### config.mk
export PLATFORM = sky130hd
export DESIGN_NAME = imm_extend_pipe
export DESIGN_NICKNAME = d
export VERILOG_FILES = /design/src/rtl/imm_extend_pipe.sv
export SDC_FILE = /design/constraint.sdc
export NUM_CORES = 1
export LEC_CHECK = 0
export ABC_AREA = 1
export CELL_PAD_IN_SITES_DETAIL_PLACEMENT = 0
export CELL_PAD_IN_SITES_GLOBAL_PLACEMENT = 1
export CORE_ASPECT_RATIO = 1.25
export CORE_MARGIN = 3
export CORE_UTILIZATION = 35
export CTS_BUF_LIST = sky130_fd_sc_hd__clkbuf_16
export DETAILED_ROUTE_END_ITERATION = 7
export MAX_ROUTING_LAYER = met4
export PLACE_DENSITY_LB_ADDON = 0.1
export SYNTH_ARGS = -nofsm -noshare
export SYNTH_HDL_FRONTEND = slang
export SYNTH_SLANG_ARGS = --single-unit
### constraint.sdc
create_clock -name clk -period 2.7 [get_ports clk]
set_input_delay 0.405 -clock clk [delete_from_list [all_inputs] [get_ports clk]]
set_output_delay 0.405 -clock clk [all_outputs]
set_load 0.02 [all_outputs]
### src/rtl/imm_extend_pipe.sv
//==============================================================================
// Module   : imm_extend_pipe
// Purpose  : Pipelined immediate extender for the decode stage. Turns an
//            IN_WIDTH immediate into a DATA_WIDTH operand using one of four
//            modes. A valid/ready handshake is used on both sides, with a
//            main register plus a one-entry skid register. This keeps full
//            throughput when the operand mux applies back-pressure.
// Ports    : clk        rising-edge clock
//            rst_n      asynchronous active-low reset (synchronised release)
//            in_valid   immediate/mode valid
//            in_ready   block can accept this cycle
//            in_imm     raw immediate [IN_WIDTH]
//            in_mode    00 zext, 01 sext, 10 upper, 11 sext<<2
//            out_valid  out_data valid
//            out_ready  consumer takes out_data this cycle
//            out_data   extended operand [DATA_WIDTH]
//            out_neg    sign bit of the immediate behind out_data
//            ext_count  saturating accepted-transaction count [CNT_WIDTH]
//                       (present only when EXT_COUNT_EN is defined)
// Config   : `define EXT_COUNT_EN adds the ext_count port and counter
// Revision : 1.0  initial release
//==============================================================================
`default_nettype none

module imm_extend_pipe #(
   parameter int IN_WIDTH   = 16,
   parameter int DATA_WIDTH = 32,
   parameter int CNT_WIDTH  = 16
) (
   input  logic                  clk,
   input  logic                  rst_n,
   input  logic                  in_valid,
   output logic                  in_ready,
   input  logic [IN_WIDTH-1:0]   in_imm,
   input  logic [1:0]            in_mode,
   output logic                  out_valid,
   input  logic                  out_ready,
   output logic [DATA_WIDTH-1:0] out_data,
   output logic                  out_neg
`ifdef EXT_COUNT_EN
   ,
   output logic [CNT_WIDTH-1:0]  ext_count
`endif
);

   localparam int         c_ext         = DATA_WIDTH - IN_WIDTH;
   localparam logic [1:0] c_mode_zext   = 2'b00;
   localparam logic [1:0] c_mode_sext   = 2'b01;
   localparam logic [1:0] c_mode_upper  = 2'b10;
   localparam logic [1:0] c_mode_branch = 2'b11;

   // ---------------------------------------------------------------------
   // Reset synchroniser: assertion clears every flop at once, release is
   // aligned to clk. During the two release cycles, the pipeline is still
   // held in reset, so inputs offered then are not taken.
   // ---------------------------------------------------------------------
   logic [1:0] r_rst_sync;
   logic       w_rst_n;

   always_ff @(posedge clk or negedge rst_n) begin
      if (!rst_n) begin
         r_rst_sync <= 2'b00;
      end else begin
         r_rst_sync <= {r_rst_sync[0], 1'b1};
      end
   end

   assign w_rst_n = r_rst_sync[1];

   // ---------------------------------------------------------------------
   // Extension, evaluated on the live inputs so the result is captured
   // together with the immediate at accept time.
   // ---------------------------------------------------------------------
   logic                  w_sign;
   logic [DATA_WIDTH-1:0] w_zext;
   logic [DATA_WIDTH-1:0] w_sext;
   logic [DATA_WIDTH-1:0] w_upper;
   logic [DATA_WIDTH-1:0] w_branch;
   logic [DATA_WIDTH-1:0] w_ext;

   assign w_sign   = in_imm[IN_WIDTH-1];
   assign w_zext   = {{c_ext{1'b0}}, in_imm};
   assign w_sext   = {{c_ext{w_sign}}, in_imm};
   // IN_WIDTH + c_ext == DATA_WIDTH, so this is already the top DATA_WIDTH
   // bits of imm << c_ext for every legal IN_WIDTH.
   assign w_upper  = {in_imm, {c_ext{1'b0}}};
   assign w_branch = {w_sext[DATA_WIDTH-3:0], 2'b00};

   always_comb begin
      w_ext = w_zext;
      case (in_mode)
         c_mode_zext   : w_ext = w_zext;
         c_mode_sext   : w_ext = w_sext;
         c_mode_upper  : w_ext = w_upper;
         c_mode_branch : w_ext = w_branch;
         default       : w_ext = w_zext;
      endcase
   end

   // ---------------------------------------------------------------------
   // Main + skid storage
   // ---------------------------------------------------------------------
   logic                  r_main_valid;
   logic [DATA_WIDTH-1:0] r_main_data;
   logic                  r_main_neg;
   logic                  r_skid_valid;
   logic [DATA_WIDTH-1:0] r_skid_data;
   logic                  r_skid_neg;
   logic                  w_accept;
   logic                  w_xfer;

   // in_ready comes straight from a flop, with no path from out_ready.
   assign in_ready  = ~r_skid_valid;
   assign w_accept  = in_valid & in_ready;
   assign w_xfer    = r_main_valid & out_ready;

   assign out_valid = r_main_valid;
   assign out_data  = r_main_data;
   assign out_neg   = r_main_neg;

   always_ff @(posedge clk or negedge w_rst_n) begin
      if (!w_rst_n) begin
         r_main_valid <= 1'b0;
         r_main_data  <= '0;
         r_main_neg   <= 1'b0;
         r_skid_valid <= 1'b0;
         r_skid_data  <= '0;
         r_skid_neg   <= 1'b0;
      end else begin
         if (w_xfer && r_skid_valid) begin
            // Skid drains into main. in_ready is low, so no accept here.
            r_main_data  <= r_skid_data;
            r_main_neg   <= r_skid_neg;
            r_skid_valid <= 1'b0;
         end else if (w_accept) begin
            if (!r_main_valid || w_xfer) begin
               r_main_valid <= 1'b1;
               r_main_data  <= w_ext;
               r_main_neg   <= w_sign;
            end else begin
               r_skid_valid <= 1'b1;
               r_skid_data  <= w_ext;
               r_skid_neg   <= w_sign;
            end
         end else if (w_xfer) begin
            r_main_valid <= 1'b0;
         end
      end
   end

`ifdef EXT_COUNT_EN
   // ---------------------------------------------------------------------
   // Saturating accept counter
   // ---------------------------------------------------------------------
   localparam logic [CNT_WIDTH-1:0] c_cnt_one = {{(CNT_WIDTH-1){1'b0}}, 1'b1};

   logic [CNT_WIDTH-1:0] r_count;

   always_ff @(posedge clk or negedge w_rst_n) begin
      if (!w_rst_n) begin
         r_count <= '0;
      end else if (w_accept && (r_count != {CNT_WIDTH{1'b1}})) begin
         r_count <= r_count + c_cnt_one;
      end
   end

   assign ext_count = r_count;
`endif

endmodule

`default_nettype wire
After elaboration in Yosys (flattened, before gate mapping)
Cells that the tools add are included.
W data, S select, Z words.
- logic and storage cells: 41
- bits of input ports: 22
- register bits: 70
- output and inout port bits: 35
- reductions and logical operators: 11
- bitwise operators: 5
- mux-type cells: 13
- eq/ne operators: 5
- operator list (cell ; number):
    $pmux W32 S4 ; 1
    $mux W32 ; 3
    $mux W1 ; 9
    $reduce_and A3 Y1 ; 2
    $reduce_bool A2 Y1 ; 3
    $eq A2 B2 Y1 const B ; 2
    $reduce_and A2 Y1 ; 2
    $not A1 Y1 ; 3
    $and A1 B1 Y1 ; 2
    $eq A2 B1 Y1 const B ; 1
    $logic_not A2 Y1 ; 1
    $ne A2 B1 Y1 const B ; 1
    $ne A2 B2 Y1 const B ; 1
    $logic_and A1 B1 Y1 ; 1
    $logic_not A1 Y1 ; 1
    $logic_or A1 B1 Y1 ; 1

Depth between registers and ports, before layout
Gate-level depths: netlist of the first run.
- depth in word-level cells: 5
- gate-level depth with buffers: 8
- gate-level depth less buffers: 6

Least setup slack after synthesis of the first run
No wires, ideal clock.
- path type: register to register
- start: register r_main_valid (netlist: out_valid)
- end: register r_skid_data[30]
- setup time: 0.117 ns
- buffers on the path: 1
- arrival time: 1.088 ns
- slack: 1.496 ns
- clock period less this slack: 1.204 ns
- stages on the path, launching flop included: 7
- data required time: 2.583 ns
- cell sequence: dfrtp_1 nand2_2 nor2_4 inv_2 buf_4 nand2_1 nand2_1
- word-level cells in the longest chain between the ends: 4
- elaborated cells between the ends (all ways): 7
- classes of those cells: 3 x bitwise; 4 x reduce/logical
- RTL lines (item ; line ; source):
    start: declaration ; 103 ; logic r_main_valid;
    start signal: assignment ; 123 ; r_main_valid <= 1'b0;
    start signal: assignment ; 137 ; r_main_valid <= 1'b1;
    start signal: assignment ; 146 ; r_main_valid <= 1'b0;
    $and A1 B1 Y1 / $logic_not A1 Y1 (equally long branches) ; 115, 136 ;
    $logic_or A1 B1 Y1 / $logic_and A1 B1 Y1 (equally long branches) ; 136, 130 ;
    $not A1 Y1 (no line) ; - ;
    $reduce_and A3 Y1 (no line) (*) ; - ;
    end signal: assignment ; 142 ; r_skid_data <= w_ext;
    end: declaration ; 107 ; logic [DATA_WIDTH-1:0] r_skid_data;
Every way passes the cells marked *; elsewhere a longest branch is shown, timed or not.
A chain may end at the register's enable or synchronous reset.

Worst setup path after layout of the first run
- start: register r_skid_valid
- end: output port in_ready
- word-level cells in the longest chain between the ends: 1
- RTL lines (item ; line ; source):
    start: declaration ; 106 ; logic r_skid_valid;
    start signal: assignment ; 126 ; r_skid_valid <= 1'b0;
    start signal: assignment ; 134 ; r_skid_valid <= 1'b0;
    start signal: assignment ; 141 ; r_skid_valid <= 1'b1;
    $not A1 Y1 ; 113 ; assign in_ready = ~r_skid_valid;
    end: declaration ; 33 ; output logic in_ready,
Every way passes these cells.

==> results by group, run 1 <==
Finish
  • Filler instances: 912
  • Reg area: 0.00175 mm²
  • Design Area, Final: 0.00415 mm²
  • Fraction of layout cells with a size suffix above 1: 6.54%
  • Ant. Diodes: 0
  • NumNets Final: 493
  • Area of the multi-input gates: 0.00131 mm²
  • P&R area growth vs syn: 26.7%

Synthesis
  • Synthesized area: 0.00328 mm²
  • Post-synth top area share: 53.5%
  • Synth area leaders: dfrtp_1 (53%), nand2_1 (24%), nand3_1 (12%)
  • FF+latch count, synth: 70
  • Synth Warn #: 0
  • Synth Net Count: 442
  • Seq/Total Area, Yosys: 53.5%
  • Synth async-reset ratio: 100%
  • Avg Inst Size Synth: 7.80 µm²
  • Netlist cell types: 17
  • Post-synth top area cell: dfrtp_1
  • Count leader, synth: nand2_1
  • Most instantiated cells after synthesis: nand2_1 (211), nand3_1 (81), dfrtp_1 (70)
  • Post-synth EDFFs: 0
  • Post-synth top flop: dfrtp_1
  • Synth Instances: 420

Floorplan
  • I/O pins: 57
  • # rows: 38
  • Initial core utilization: 36.9%
  • Die height: 114 µm
  • Placeable Area: 0.00889 mm²
  • Die area: 0.0106 mm²
  • Die W: 92.5 µm

Worst setup path
  • Worst reg2reg setup slack: 1300 ps
  • Worst r2r dst: out_data[0]
  • Crit path arrival time: 1430 ps
  • Startpoint class of the critical path: register
  • Critical Path RT: 2300 ps
  • Worst Setup Path Type: register to primary output
  • R2R cell count: 5
  • CP Capture Type: primary output
  • RR Startpoint: r_skid_valid
  • Worst-path maximum fanout: 3

Drt
  • ANT nets after route: 0
  • Drt drc: 0
  • DR pass1 iterations: 6
  • DRT iter0 DRCs: 182
  • Post-DR vias/cell: 4.84
  • Drt wl/cell: 15.4 µm
  • Vias: 2877
  • Drt total wl: 9.15 mm

Global route
  • GRT Resource Usage Total: 19.5%
  • GR Util met2: 30.1%
  • Gr busiest metal: met2
  • First-pass GRT wire length: 15.4 mm
  • Initial antenna violation count: 0
  • Pin count of the biggest net entering global routing: 35
  • Met1 Usage GRT: 25.3%
  • Met3 Use GR: 4.14%
  • Total global routing overflow: 0
  • Vias in the first global route: 2912

Pwr
  • Net Switching: 0.568 mW
  • Leakage: 2.12 nW
  • Sw Ratio: 24.2%
  • Clock power frac: 42.9%
  • Reg power frac: 46.9%
  • Peak VDD IR: 0.000294 V
  • Int Pwr: 1.78 mW
  • Combinational power share: 10.2%
  • Power per cell area: 565 mW/mm²

Place
  • Gpl congestion: 0.787
  • Post-DP HPWL: 6.11 mm
  • Area post-placement: 0.00391 mm²
  • IO Port Bufs: 56

Clock network
  • # Post-CTS Setup Buffers: 0
  • Resized cells post-CTS: 0
  • Sink Count: 70
  • Total CTS buffers: 9
  • CTS tree: done
  • CTS Hold Bufs: 0
  • Clock latency on the worst-skew pair: 330 ps
  • Htree depth: 3
  • Root Buffer: clkbuf_16
  • CTS Buffer Depth: 2
  • Reg clk slew, reported paths: 50 ps

Min path
  • Worst hold path type: input port to async pin

Run status
  • Outcome: completed

Timing
  • Pins Over Slew Limit: 0
  • Crit path time final: 1830 ps
  • Setup violators final: 0
  • Final hold vios: 0
  • Slew of the pin with the lowest slew margin: 662 ps
  • Period utilization: 67.8%
  • TNS Setup: 0 ps
  • Layout Skew: 5.98 ps
  • Slew Limit Headroom: 55.8%
  • Achievable clock frequency: 546 MHz
  • RSZ-0062 raised after global routing: false

Flow run
  • Number of max-cap violations: 0
-- logic make-up (layout without fill, tap and decap cells) --
group                  Yosys count  count (layout)  share of synthesized area, %
and+or+nand+nor                301             301                          38.4
AOI/OAI and AO/OA               10              10                          1.53
DFF                             70              70                          53.5
buffers and inverters           38              92                          6.45
other                            1               1                         0.114
-- stage by stage --
stage	hold slack (ps)	instances	total power, mW	setup WS [ps]	util [%]
5_1_grt	233	594	2.45	786	46.7
3_5_place_dp	269	580	1.36	546	43.9
3_3_place_gp	259	580	1.36	567	43.9
2_1_floorplan	109	420	1.24	606	-
6_report	238	594	2.35	870	46.7
4_1_cts	230	594	2.37	858	46.7
-- layer usage --
metal	part of all wire (%)	vias up
li1	-	1423
met1	46	1356
met2	47	83
met3	5.0	15
met4	1.9	0
met5	0	-
-- layout make-up --
| cell class | instances | area share, % |
|---|---|---|
| sequential | 70 | 42.2 |
| multi-input combinational | 312 | 31.6 |
| timing repair buffer | 65 | 15.4 |
| clock buffer | 9 | 5.42 |
| tap | 120 | 3.62 |
| inverter | 13 | 1.18 |
| clock inverter | 5 | 0.482 |
-- registers in the layout (all words and copies together), names as in the netlist --
register      count
out_valid         1
out_data         32
r_skid_valid      1
out_neg           1
r_skid_neg        1
r_skid_data      32
r_rst_sync        2
-- how the worst max path moves through the flow --
stage,endpoint,slack (ps),start
final,in_ready,870,r_skid_valid
after global routing,out_data[29],790,in_mode[0]
after CTS,in_ready,860,r_skid_valid
after detailed placement,out_data[30],550,in_mode[0]
after global placement,out_data[30],570,in_mode[0]
after floorplan,out_data[0],610,r_rst_sync[1]
-- power by group through the flow --
stage	logic (mW)	registers (mW)	clock network, mW
after detailed placement	0.244	1.12	0
final	0.240	1.10	1.01
after global routing	0.263	1.11	1.08
after CTS	0.244	1.10	1.03
after floorplan	0.0794	1.16	0
after global placement	0.243	1.12	0
-- worst max-delay path: stages, from the launching register on --
cell and delay [ps]:
dfrtp_1 410, inv_2 90, clkdlybuf4s50_1 600
-- cell usage in the layout (no fill, tap or decap) --
cell type / n
nand2_1: 211
nand3_1: 81
dfrtp_1: 69
clkdlybuf4s50_1: 56
inv_1: 9
clkbuf_16: 9
o21ai_0: 8
buf_4: 8
inv_2: 5
nor2_1: 3
nand2_2: 3
clkinv_1: 3
nor2_4: 2
a21oi_1: 2
nand3_2: 1
clkinv_2: 1
buf_12: 1
conb_1: 1
dfrtp_2: 1
Note: power is estimated with default switching activity, not from simulation.
==> run 2, diff against run 1 <==
Clock period 2.7 ns to 1.8 ns, I/O delays scaled along.
==> results by group, run 2 (same netlist as run 1, synthesis figures left out) <==
Floorplan
  • Die area: 0.0106 mm² (unchanged)
  • Initial core utilization: 36.9% (unchanged)
  • Die W: 92.5 µm (unchanged)
  • Die height: 114 µm (unchanged)
  • I/O pins: 57 (unchanged)
  • Placeable Area: 0.00889 mm² (unchanged)
  • # rows: 38 (unchanged)

Pwr
  • Sw Ratio: 23.9% (-0.32 points)
  • Reg power frac: 46.6% (-0.3 points)
  • PnR Total Power: 3.52 mW (+50%)
  • Power per cell area: 825 mW/mm² (+46%)
  • Peak VDD IR: 0.000582 V (+98%)
  • Leakage: 2.19 nW (+3.4%)
  • Clock power frac: 42.7% (-0.2 points)
  • Int Pwr: 2.68 mW (+51%)
  • Net Switching: 0.841 mW (+48%)
  • Combinational power share: 10.8% (+0.6 points)

Drt
  • DRT iter0 DRCs: 144 (-21%)
  • Post-DR vias/cell: 4.83 (-0.24%)
  • Drt total wl: 8.99 mm (-1.8%)
  • ANT nets after route: 0 (unchanged)
  • Drt drc: 0 (unchanged)
  • DR pass1 iterations: 4 (-2)
  • Vias: 2928 (+1.8%)
  • Drt wl/cell: 14.8 µm (-3.8%)

Global route
  • Met3 Use GR: 2.89% (-1.2 points)
  • Total global routing overflow: 0 (unchanged)
  • Gr busiest metal: met2
  • Vias in the first global route: 2997 (+2.9%)
  • GRT Resource Usage Total: 19.0% (-0.49 points)
  • First-pass GRT wire length: 15.2 mm (-1.5%)
  • Initial antenna violation count: 0 (unchanged)
  • GR Util met2: 28.5% (-1.5 points)
  • Pin count of the biggest net entering global routing: 69 (+97%)
  • Met1 Usage GRT: 25.2% (-0.11 points)

Clock network
  • CTS tree: done
  • Sink Count: 70 (unchanged)
  • CTS Hold Bufs: 0 (unchanged)
  • Htree depth: 3 (unchanged)
  • Reg clk slew, reported paths: 50 ps (about the same)
  • Total CTS buffers: 9 (unchanged)
  • Root Buffer: clkbuf_16
  • Clock latency on the worst-skew pair: 320 ps (about the same)
  • # Post-CTS Setup Buffers: 0 (unchanged)
  • CTS Buffer Depth: 2 (unchanged)
  • Resized cells post-CTS: 0 (unchanged)

Place
  • Placed insts: 590 (+1.7%)
  • IO Port Bufs: 56 (unchanged)
  • Post-DP HPWL: 6.12 mm (+0.23%)
  • Area post-placement: 0.00402 mm² (+2.9%)
  • Gpl congestion: 0.828 (+5.2%)
  • Pre-CTS setup slack: 107 ps (-439 ps)

Worst setup path
  • Startpoint class of the critical path: register
  • CP Capture Type: primary output
  • R2R cell count: 7 (+2)
  • RR Startpoint: r_skid_valid
  • Worst-path cell chain: inv_2, clkdlybuf4s50_1
  • Worst Setup Path Type: register to primary output
  • Worst Path Buf+Inv: 2 (unchanged)
  • CP Launch Point: r_skid_valid
  • Crit path max-delay family: buffers and inverters
  • Critical-path top delay cell: clkdlybuf4s50_1
  • CP Depth: 2 (unchanged)
  • Crit path arrival time: 1420 ps (about the same)
  • Slowest stage delay, CP: 600 ps (about the same)
  • Critical Path RT: 1530 ps (-770 ps)
  • Worst-path maximum fanout: 3 (unchanged)

Finish
  • Fraction of layout cells with a size suffix above 1: 8.44% (+1.9 points)
  • Final std cells w/o fill: 606 (+2.0%)
  • Commonest non-fill, non-tap cells in the layout: nand2_1 (211), nand3_1 (81), dfrtp_1 (69), clkdlybuf4s50_1 (56), buf_4 (15)
  • Commonest non-fill, non-tap cell in the layout: nand2_1
  • P&R area growth vs syn: 30.4%
  • NumNets Final: 503 (+2.0%)
  • Design Area, Final: 0.00427 mm² (+2.9%)
  • Finished Core Util: 48.0% (+1.4 points)
  • Ant. Diodes: 0 (unchanged)

Flow run
  • Number of max-cap violations: 0 (unchanged)

Timing
  • Achievable clock frequency: 592 MHz
  • Pins Over Slew Limit: 0 (unchanged)
  • RSZ-0062 raised after global routing: false
  • Final WS setup: 110 ps (-759 ps)
  • Final hold vios: 0 (unchanged)
  • Worst hold margin: 104 ps (-134 ps)
  • Layout Skew: 2.39 ps (-3.59 ps)
  • Period utilization: 93.9%
  • TNS Setup: 0 ps (unchanged)
  • Setup violators final: 0 (unchanged)
  • Crit path time final: 1690 ps

Run status
  • Outcome: completed

Min path
  • Worst hold path type: input port to async pin
-- run 2: cell count changes in the layout (fill, tap and decap cells not counted), sizes merged --
| cell | change |
|---|---|
| inv | +4 |
| clkinv | -2 |
| buf | +10 |
-- run 2: metal layers --
layer	wire length [µm]	vias up
li1	-	1451
met2	4150	64
met3	276	15
met4	178	0
met1	4380	1398
met5	0	-
-- run 2: path summary, 6_finish.rpt --
| kind | endpoint | slack [ps] |
|---|---|---|
| worst max-delay path | in_ready | 110 |
| worst min-delay path | r_rst_sync[0] | 100 |
| worst max register to register | r_skid_neg | 530 |
| worst min register to register | out_data[25] | 270 |
| max in group asynchronous | r_skid_data[28] | 1200 |
| min in group clk | r_rst_sync[1] | 350 |
-- run 2: cell type report --
type	count	area, µm²
fillers	918	4620
inverters	13	48.8
multi-input cells	312	1310
flip-flops and latches	70	1750
repair buffers	75	753
well taps	120	150
clock inverters	7	27.5
clock buffers	9	225
-- run 2: power by group through the flow --
stage                     Sequential [mW]  Clock (mW)  Combinational (mW)
after floorplan                      1.74           0               0.119
after global placement               1.67           0               0.383
after detailed placement             1.67           0               0.384
after CTS                            1.64        1.56               0.385
after global routing                 1.65        1.64               0.416
final                                1.64        1.50               0.379
